`src/rtl/moore_stim_driver.sv`:
```
// Moore FSM stimulus driver and scorer.
// Replays a stored sequence of {switch symbol, expected out} entries into a
// 2-state Moore FSM, one step every two cycles (drive, then check), and
// reports the mismatch count and the first failing step.
module moore_stim_driver #(
  parameter int SW_W  = 2,
  parameter int DEPTH = 16,
  parameter int AW    = 4
) (
  input  logic            clk,
  input  logic            reset,
  input  logic            load_en,
  input  logic [AW-1:0]   load_addr,
  input  logic [SW_W-1:0] load_sw,
  input  logic            load_exp,
  input  logic [AW:0]     len,
  input  logic            start,
  input  logic            dut_out,
  output logic [SW_W-1:0] sw_out,
  output logic            ctrl_out,
  output logic            busy,
  output logic            done,
  output logic            pass,
  output logic [AW:0]     err_cnt,
  output logic [AW-1:0]   fail_step
);

  typedef enum logic [1:0] {
    IDLE  = 2'd0,
    DRIVE = 2'd1,
    CHECK = 2'd2,
    DONE  = 2'd3
  } state_t;

  localparam logic [AW:0] DEPTH_L = (AW+1)'(DEPTH);

  state_t state, next_state;

  // Each entry is {switch symbol, expected out}; deliberately not reset.
  logic [SW_W:0] mem [DEPTH];

  logic [AW-1:0]   idx;
  logic [AW:0]     len_q;
  logic [AW:0]     err_q;
  logic [AW-1:0]   fail_q;
  logic [SW_W-1:0] cur_sw;
  logic            cur_exp;
  logic            start_ok;
  logic            last_step;
  logic            mismatch;

  assign cur_sw    = mem[idx][SW_W:1];
  assign cur_exp   = mem[idx][0];
  assign start_ok  = start && ((state == IDLE) || (state == DONE));
  assign last_step = ({1'b0, idx} == (len_q - (AW+1)'(1)));
  assign mismatch  = (dut_out != cur_exp);

  assign err_cnt   = err_q;
  assign fail_step = fail_q;
  assign pass      = done && (err_q == '0);

  // State register; a low reset abandons any run immediately.
  always_ff @(posedge clk) begin
    if (!reset) begin
      state <= IDLE;
    end else begin
      state <= next_state;
    end
  end

  // Next-state and Moore outputs; the step enable only exists in DRIVE.
  always_comb begin
    next_state = state;
    sw_out     = '0;
    ctrl_out   = 1'b0;
    busy       = 1'b0;
    done       = 1'b0;
    case (state)
      IDLE: begin
        if (start) begin
          next_state = (len == '0) ? DONE : DRIVE;
        end
      end
      DRIVE: begin
        sw_out     = cur_sw;
        ctrl_out   = 1'b1;
        busy       = 1'b1;
        next_state = CHECK;
      end
      CHECK: begin
        sw_out     = cur_sw;
        busy       = 1'b1;
        next_state = last_step ? DONE : DRIVE;
      end
      DONE: begin
        done = 1'b1;
        if (start) begin
          next_state = (len == '0) ? DONE : DRIVE;
        end
      end
      default: next_state = IDLE;
    endcase
  end

  // Run bookkeeping: latch the clamped length on start, score each CHECK cycle.
  always_ff @(posedge clk) begin
    if (!reset) begin
      idx    <= '0;
      len_q  <= '0;
      err_q  <= '0;
      fail_q <= '0;
    end else if (start_ok) begin
      idx    <= '0;
      len_q  <= (len > DEPTH_L) ? DEPTH_L : len;
      err_q  <= '0;
      fail_q <= '0;
    end else if (state == CHECK) begin
      if (mismatch) begin
        err_q <= err_q + (AW+1)'(1);
        if (err_q == '0) begin
          fail_q <= idx;
        end
      end
      if (!last_step) begin
        idx <= idx + AW'(1);
      end
    end
  end

  // Sequence memory writes are locked out while a run is in progress.
  always_ff @(posedge clk) begin
    if (load_en && !busy) begin
      mem[load_addr] <= {load_sw, load_exp};
    end
  end

endmodule

```
`config.mk`:
```
export PLATFORM = sky130hd
export DESIGN_NAME = moore_stim_driver
export DESIGN_NICKNAME = d
export VERILOG_FILES = /design/src/rtl/moore_stim_driver.sv
export SDC_FILE = /design/constraint.sdc
export NUM_CORES = 1
export LEC_CHECK = 0
export BUFFER_PORTS_ARGS = -buffer_cell sky130_fd_sc_hd__buf_2
export CAP_MARGIN = 20
export CORE_MARGIN = 2
export CORE_UTILIZATION = 63
export CTS_BUF_LIST = sky130_fd_sc_hd__clkbuf_8 sky130_fd_sc_hd__clkbuf_16
export CTS_CLUSTER_SIZE = 16
export DETAILED_ROUTE_END_ITERATION = 8
export PLACE_DENSITY = 0.95
export SLEW_MARGIN = 25
export SYNTH_ARGS = -nofsm -noshare
export SYNTH_HDL_FRONTEND = slang
export SYNTH_SLANG_ARGS = --single-unit
```
`constraint.sdc`:
```
create_clock -name clk -period 3.2 [get_ports clk]
set_clock_uncertainty 0.05 [all_clocks]
set_input_delay 0.64 -clock clk [delete_from_list [all_inputs] [get_ports clk]]
set_output_delay 0.64 -clock clk [all_outputs]
set_load 0.02 [all_outputs]
```
# After elaboration in Yosys (flattened, before gate mapping)
# Memory sizes are Yosys's and may differ from the RTL's. A register that Yosys moved wholly into a read port is not among the register bits.
# Index checks and enable logic that the tools add are counted.
# totals
out_inout_bits,15
reg_bits,20
mem_count,1
mem_bits_rw,48
# mem_list
name,words,width,read_ports,rd_ports_with_merged_regs,write_ports,line,rtl
mem,16,3,1,1,1,40,logic [SW_W:0] mem [DEPTH];
# op_classes
n_mux,13
eq_ne,6
order_cmp,1
add_sub_neg,3
n_reduce_logical,14
n_bitwise,2
# op_table
operator,n
$logic_not A5 Y1,2
$mux W2,4
$mux W4,2
$pmux W2 S3,1
$reduce_or A2 Y1,3
$add A5 B1 Y5 const B,1
$eq A4 B5 Y1,1
$gt A5 B5 Y1 const B,1
$mux W1,5
$mux W5,1
$sub A5 B1 Y5 const B,1
$add A4 B1 Y4 const B,1
$eq A2 B2 Y1 const B,2
$reduce_and A2 Y1,2
$logic_and A1 B1 Y1,3
$reduce_and A3 Y1,1
$eq A2 B1 Y1 const B,1
$logic_not A2 Y1,1
$ne A2 B1 Y1 const B,1
$not A1 Y1,2
$logic_not A1 Y1,1
$logic_or A1 B1 Y1,1
$ne A1 B1 Y1,1

# Depth between registers and ports, before layout
# Gate-level depths: netlist of run 1.
# logic_depth
ltp_word,7
ltp_mapped,9
ltp_nobuf,8

# Worst setup path before layout of run 1
# Ideal clock, no wire load.
# synth_timing
kind,register to output
startpoint,reg (tool-made name)
endpoint,out sw_out[0]
path_stages_with_launch,5
required_time_ps,2510
t_arrival_ps,1664
n_path_buf,1
setup_slack_ps,846
cell_sequence,dfxtp_1 > buf_6 > mux4_1 > mux4_2 > and2_1
# synth_lines
element,line,rtl
to (decl),19,"output logic [SW_W-1:0] sw_out,"

==> metrics.md, run 1 <==
| Metric | Value |
|---|---|
| Standard-cell row count | 25 |
| Cts hold-fix bufs | 0 |
| Hpwl dp | 4570 um |
| Grt ovf | 0 |
| Die Y | 75.4 um |
| Fin area | 3670 um^2 |
| DIE AREA | 5690 um^2 |
| Number of antenna violations at the first check in global routing | 0 |
| Crit path time final | 3090 ps |
| Postcts setup bufs | 0 |
| Synth Area per Inst | 14.0 um^2 |
| RSZ-0062 raised after global routing | false |
| Die width | 75.4 um |
| Post-CTS Resized | 0 |
| Clk pin slew, worst setup/hold paths | 80 ps |
| Global Route Usage Sum | 26.7% |
| TNS Setup | 0 ps |
| Final Hold Fails | 0 |
| Post-synth EDFFs | 48 |
| # diodes | 0 |
| Routed wire length | 6590 um |
| Worst Hold Class | register to register |
| Clock sink total | 72 |
| Core area | 4820 um^2 |
| Power per cell area | 625 nW/um^2 |
| Maxcap violations | 0 |
| Vias in the first global route | 1,986 |
| CP Launch Type | register |
| CP Max Fanout | 9 |
| CTS tree | built |
| Ys flop type | edfxtp_1 |
| I/O Buffers | 31 |
| Remaining antenna violation count | 0 |
| Fillers | 281 |
| Post-synthesis cell count | 230 |
| Yosys reg bits | 72 |
| Pin count of the biggest net entering global routing | 17 |
| LEAKAGE | 0.00139 uW |
| Run status | finished, final reports clean |
| Placed Instance Area | 3400 um^2 |
| Seq. cell area | 1920 um^2 |
| WP data required | 2510 ps |
| Seq/Total Area, Yosys | 59.8% |
| First-pass GRT wire length | 10,400 um |
| Share of layout cells above drive strength 1 | 19.9% |
| Max IR drop VDD | 0.506 mV |
| Synth async-reset ratio | 0% |
| H-Tree Depth | 3 |
| Fmax | 324 MHz |
| Synthesis-to-layout area growth | 14.3% |
| DR iter-0 viols | 225 |
| CTS Buffer Depth | 2 |
| Root buf cell | clkbuf_8 |
| Slew HR | 43.7% |
| Via density | 6.11 |
| Area of the multi-input gates | 1210 um^2 |
| Synth cell types | 41 |
| Vias | 2,065 |
| Pins over their slew limit | 0 |
| Critical path capture point type | output pin |
| Post-synth net total | 254 |
| Initial Util | 66.7% |
| Num ports | 32 |
| Crit Path Class | register to output pin |
| Clock Latency Late Sink | 340 ps |
| Num CTS Buffers | 9 |
| Final setup fails | 0 |
| Final net count | 290 |
| Routability Congestion | 0.824 |
| Fin crit share | 96.6% |
| Drt drc | 0 |
| Worst-Margin Slew | 837 ps |
| DRT Pass-1 Iters | 5 |
| Post-Syn Area | 3210 um^2 |
| WL per Instance | 19.5 um |
| Data arrival, critical path | 2400 ps |
| Yosys warnings | 0 |
## final cells by class
cell class,instances,area share (%)
clock buffers,9,3.38
inverters,8,0.818
clock inverters,7,3.89
flip-flops and latches,72,52.4
repair buffers,31,4.23
multi-input cells,144,33.0
well taps,67,2.28
## stage by stage
stage	util [%]	std cells	total power, uW	setup WS, ps	hold slack (ps)
3_5_place_dp	70.6	322	1360	491	407
5_1_grt	76.2	338	2370	0.628	446
3_3_place_gp	70.6	322	1340	549	393
2_1_floorplan	-	230	1280	846	402
6_report	76.2	338	2290	110	416
4_1_cts	76.2	338	2290	95.4	418
## worst paths after layout
check                    start      endpoint  slack [ps]  cells after the start
setup / recovery      register     sw_out[1]         110                      4
hold / removal    fail_step[3]  fail_step[3]         420                      2
hold reg to reg   fail_step[3]  fail_step[3]         420                      2
setup reg to reg      register  fail_step[0]         560                      6
## worst max-delay path, cell delays in order (launching register included)
cell     delay, ps
dfxtp_1        650
mux4_1         630
mux4_2         470
and2_1         160
buf_2          150
## power breakdown
group | internal (uW) | switching (uW) | total, uW
Combinational | 111 | 183 | 295
Clock | 599 | 348 | 947
Sequential | 1020 | 32.7 | 1050
Total | 1730 | 564 | 2290
## placed cells by master, fill, tap and decap left out, types with 4 or more instances in the layout
master     netlist  routed
nor3b_1          4       4
nand3_1          4       4
inv_1            8       8
a21oi_1          6       6
dfxtp_1         24      24
nor2b_1          5       5
bufinv_16        0       4
edfxtp_1        48      48
o21ai_0          5       5
mux4_1          12      12
buf_2            0      31
nor3_1           6       6
xor2_1           5       5
and2_1           4       4
nand2b_1         4       4
nor2_1          24      24
ha_1             7       7
mux2i_1          9       9
nand2_1         20      20
clkbuf_8         1       9
## state kept, by name, summed over array words and instances (netlist names), named ones only
signal,count
mem,48
state,2
idx,4
fail_step,4
err_cnt,5
len_q,5
## kinds of logic after synthesis
group                    after synthesis  synth area share (%)
AO/OA/AOI/OAI                         20                  4.01
XOR/XNOR                               8                  2.42
adder cells (fa/ha/maj)                7                  2.73
buffers and inverters                 14                  2.42
flip-flops                            72                  59.8
multiplexers                          26                  15.6
AND/OR/NAND/NOR                       83                  13.0
## per-layer routing
metal	track usage [%]	wire length, um	up-vias	share of wire, %
met2	41.3	3260	109	49
met5	0	0	-	0
li1	-	-	939	-
met4	10.9	147	0	2.2
met3	8.07	497	21	7.5
met1	36.0	2680	996	41
## cell usage after synthesis, types with 2 or more instances
library cell | count | area (um^2)
o21ai_0 | 5 | 25.0
nand3_1 | 4 | 20.0
a31oi_1 | 2 | 12.5
or4_1 | 2 | 15.0
clkbuf_1 | 3 | 11.3
nand2_1 | 20 | 75.1
nor3_1 | 6 | 30.0
or3_1 | 2 | 12.5
xor2_1 | 5 | 43.8
mux2i_2 | 2 | 27.5
buf_6 | 2 | 22.5
nand2b_1 | 4 | 25.0
nor3b_1 | 4 | 30.0
inv_1 | 8 | 30.0
and3_1 | 2 | 12.5
mux4_1 | 12 | 315
and2_1 | 4 | 25.0
edfxtp_1 | 48 | 1440
mux4_2 | 2 | 45.0
a41o_1 | 2 | 20.0
dfxtp_1 | 24 | 480
mux2i_1 | 9 | 90.1
ha_1 | 7 | 87.6
nor2_1 | 24 | 90.1
a21oi_1 | 6 | 30.0
xnor2_1 | 2 | 17.5
nor2b_1 | 5 | 31.3
Power figures use the tool's default switching activity.
==> run 2, diff against run 1 <==
--- a/config.mk
+++ b/config.mk
@@ -8,11 +8,11 @@
 export BUFFER_PORTS_ARGS = -buffer_cell sky130_fd_sc_hd__buf_2
 export CAP_MARGIN = 20
 export CORE_MARGIN = 2
-export CORE_UTILIZATION = 63
+export CORE_UTILIZATION = 58
 export CTS_BUF_LIST = sky130_fd_sc_hd__clkbuf_8 sky130_fd_sc_hd__clkbuf_16
 export CTS_CLUSTER_SIZE = 16
 export DETAILED_ROUTE_END_ITERATION = 8
-export PLACE_DENSITY = 0.95
+export PLACE_DENSITY = 0.9
 export SLEW_MARGIN = 25
 export SYNTH_ARGS = -nofsm -noshare
 export SYNTH_HDL_FRONTEND = slang
==> constraint.sdc (replaced) <==
create_clock -name clk -period 3.46 [get_ports clk]
set_clock_uncertainty 0.05 [all_clocks]
set_input_delay 0.692 -clock clk [delete_from_list [all_inputs] [get_ports clk]]
set_output_delay 0.692 -clock clk [all_outputs]
set_load 0.02 [all_outputs]
==> run 2 against run 1 <==
Cell count grew 1.5%. First-iteration DRC count shrank 40%. Critical path type unchanged. Worst hold slack lost 4.6 ps. Sequential cell count is the same. Via count shrank 4.0%.
==> metrics.md, run 2 (synthesized netlist as in run 1, its figures left out) <==
| Metric | Value |
|---|---|
| Run status | finished, final reports clean |
| Area of the multi-input gates | 1210 um^2 |
| Buf/Inv on CP | 1 |
| Final net count | 290 |
| Crit Path Class | register to output pin |
| DIE AREA | 6150 um^2 |
| Fillers | 365 |
| Core area | 5440 um^2 |
| # diodes | 0 |
| Global Route Usage Sum | 21.9% |
| Die Y | 78.4 um |
| Clock sink total | 72 |
| Top routing layer in use | met4 |
| Crit path time final | 3110 ps |
| Pin count of the biggest net entering global routing | 17 |
| Fmax | 322 MHz |
| Clk pin slew, worst setup/hold paths | 80 ps |
| Cell internal pwr | 1450 uW |
| Postcts setup bufs | 0 |
| Via density | 5.78 |
| Max IR drop VDD | 0.555 mV |
| Clk pwr share | 36.8% |
| R2r setup slk | 830 ps |
| Grt ovf | 0 |
| Chain of cells forming the critical path | mux4_1, mux4_2, and2_1, buf_2 |
| Standard-cell row count | 27 |
| Max incr delay on CP | 630 ps |
| Data arrival, critical path | 2370 ps |
| Remaining antenna violation count | 0 |
| Worst Hold Class | register to register |
| Routed met3 length | 492 um |
| First-pass GRT wire length | 9880 um |
| Hpwl dp | 4220 um |
| P_sw | 498 uW |
| DR iter-0 viols | 135 |
| Cts hold-fix bufs | 0 |
| Critical path capture point type | output pin |
| Vias in the first global route | 1,926 |
| WL per Instance | 17.2 um |
| Vias | 1,982 |
| Die width | 78.4 um |
| Root buf cell | clkbuf_8 |
| DRT met1 WL | 2480 um |
| Power per cell area | 537 nW/um^2 |
| Synthesis-to-layout area growth | 13.0% |
| Routability Congestion | 0.860 |
| Sequential share of power | 49.8% |
| I/O Buffers | 31 |
| Worst reg2reg path endpoint | fail_step[2] |
| Leading cell type in the layout, fill and taps excluded | edfxtp_1 |
| CP Max Fanout | 9 |
| CTS Buffer Depth | 2 |
| Top reg by flops | mem |
| H-Tree Depth | 3 |
| Max reg flops | 48 |
| TNS Setup | 0 ps |
| Sw Share | 25.6% |
| Most frequent cells in the layout | edfxtp_1, buf_2, nor2_1, dfxtp_1, nand2_1 |
| Num CTS Buffers | 9 |
| Worst-Margin Slew | 774 ps |
| Clock Latency Late Sink | 340 ps |
| Initial Util | 59.1% |
| Share of layout cells above drive strength 1 | 19.6% |
| DRT Pass-1 Iters | 4 |
| Crit-path leading delay family | multiplexers |
| Final Hold Fails | 0 |
| Drt drc | 0 |
| Depth of the most critical reg-to-reg path | 6 |
| CTS tree | built |
| RSZ-0062 raised after global routing | false |
| Final setup fails | 0 |
| CP Launch Type | register |
| Worst Min Path Start | fail_step[3] |
| Number of antenna violations at the first check in global routing | 0 |
| Slew HR | 48.0% |
| Hold EP | fail_step[3] |
| Maxcap violations | 0 |
| Post-CTS Resized | 0 |
| Metal2 WL | 2820 um |
| Final Power | 1950 uW |
| Gate power share | 13.4% |
| Seq. cell area | 1920 um^2 |
| Slowest CP cell | dfxtp_1 |
| WP data required | 2720 ps |
| LEAKAGE | 0.00136 uW |
| Num ports | 32 |
| Worst Hold Path Cells | 2 |
| Fin crit share | 89.9% |
| Pins over their slew limit | 0 |
| Routed wire length | 5900 um |
==> run 2: cell types whose count changed in the layout (fill, tap and decap cells not counted) <==
cell	change
bufinv_16	-2
clkinv_2	-1
clkinvlp_4	+2
inv_1	+1
==> run 2: how the worst max path moves through the flow <==
stage,from,end,cells past startpoint
final,register,sw_out[0],4
after global routing,register,sw_out[0],4
after CTS,register,sw_out[0],4
after detailed placement,register,sw_out[0],4
after global placement,register,sw_out[1],4
after floorplan,register,sw_out[0],4
==> run 2: power groups by stage <==
stage                     registers, uW  logic, uW  clock network, uW
after global routing                974        293                765
after global placement              987        255                  0
after floorplan                     978        202                  0
final                               970        262                717
after CTS                           970        264                727
after detailed placement            989        263                  0
==> run 2: metrics by stage <==
step                      std cells  area, um^2  util (%)  hold WS, ps  worst slack, ps
final                           343        3630      66.7          411              351
after global placement          327        3410      62.7          395              758
after global routing            343        3630      66.7          439              195
after CTS                       343        3630      66.7          414              326
after detailed placement        327        3410      62.7          402              709
after floorplan                 230        3210         -          402             1050
==> run 2: cell type report <==
cell class,instances,share of cell area [%]
clock buffers,9,3.41
clock inverters,7,2.65
inverters,8,0.827
multi-input cells,144,33.4
flip-flops and latches,72,52.9
well taps,72,2.48
repair buffers,31,4.27
==> run 2: worst min-delay path: stages, from the launching register on <==
cell and delay, ps:
dfxtp_1 310, nand2_1 50, mux2i_1 50
==> run 2: per-layer routing <==
metal / track usage [%] / vias up
met5: 0 / -
met4: 7.02 / 0
met3: 7.93 / 9
met2: 34.1 / 71
met1: 28.9 / 958
li1: - / 944
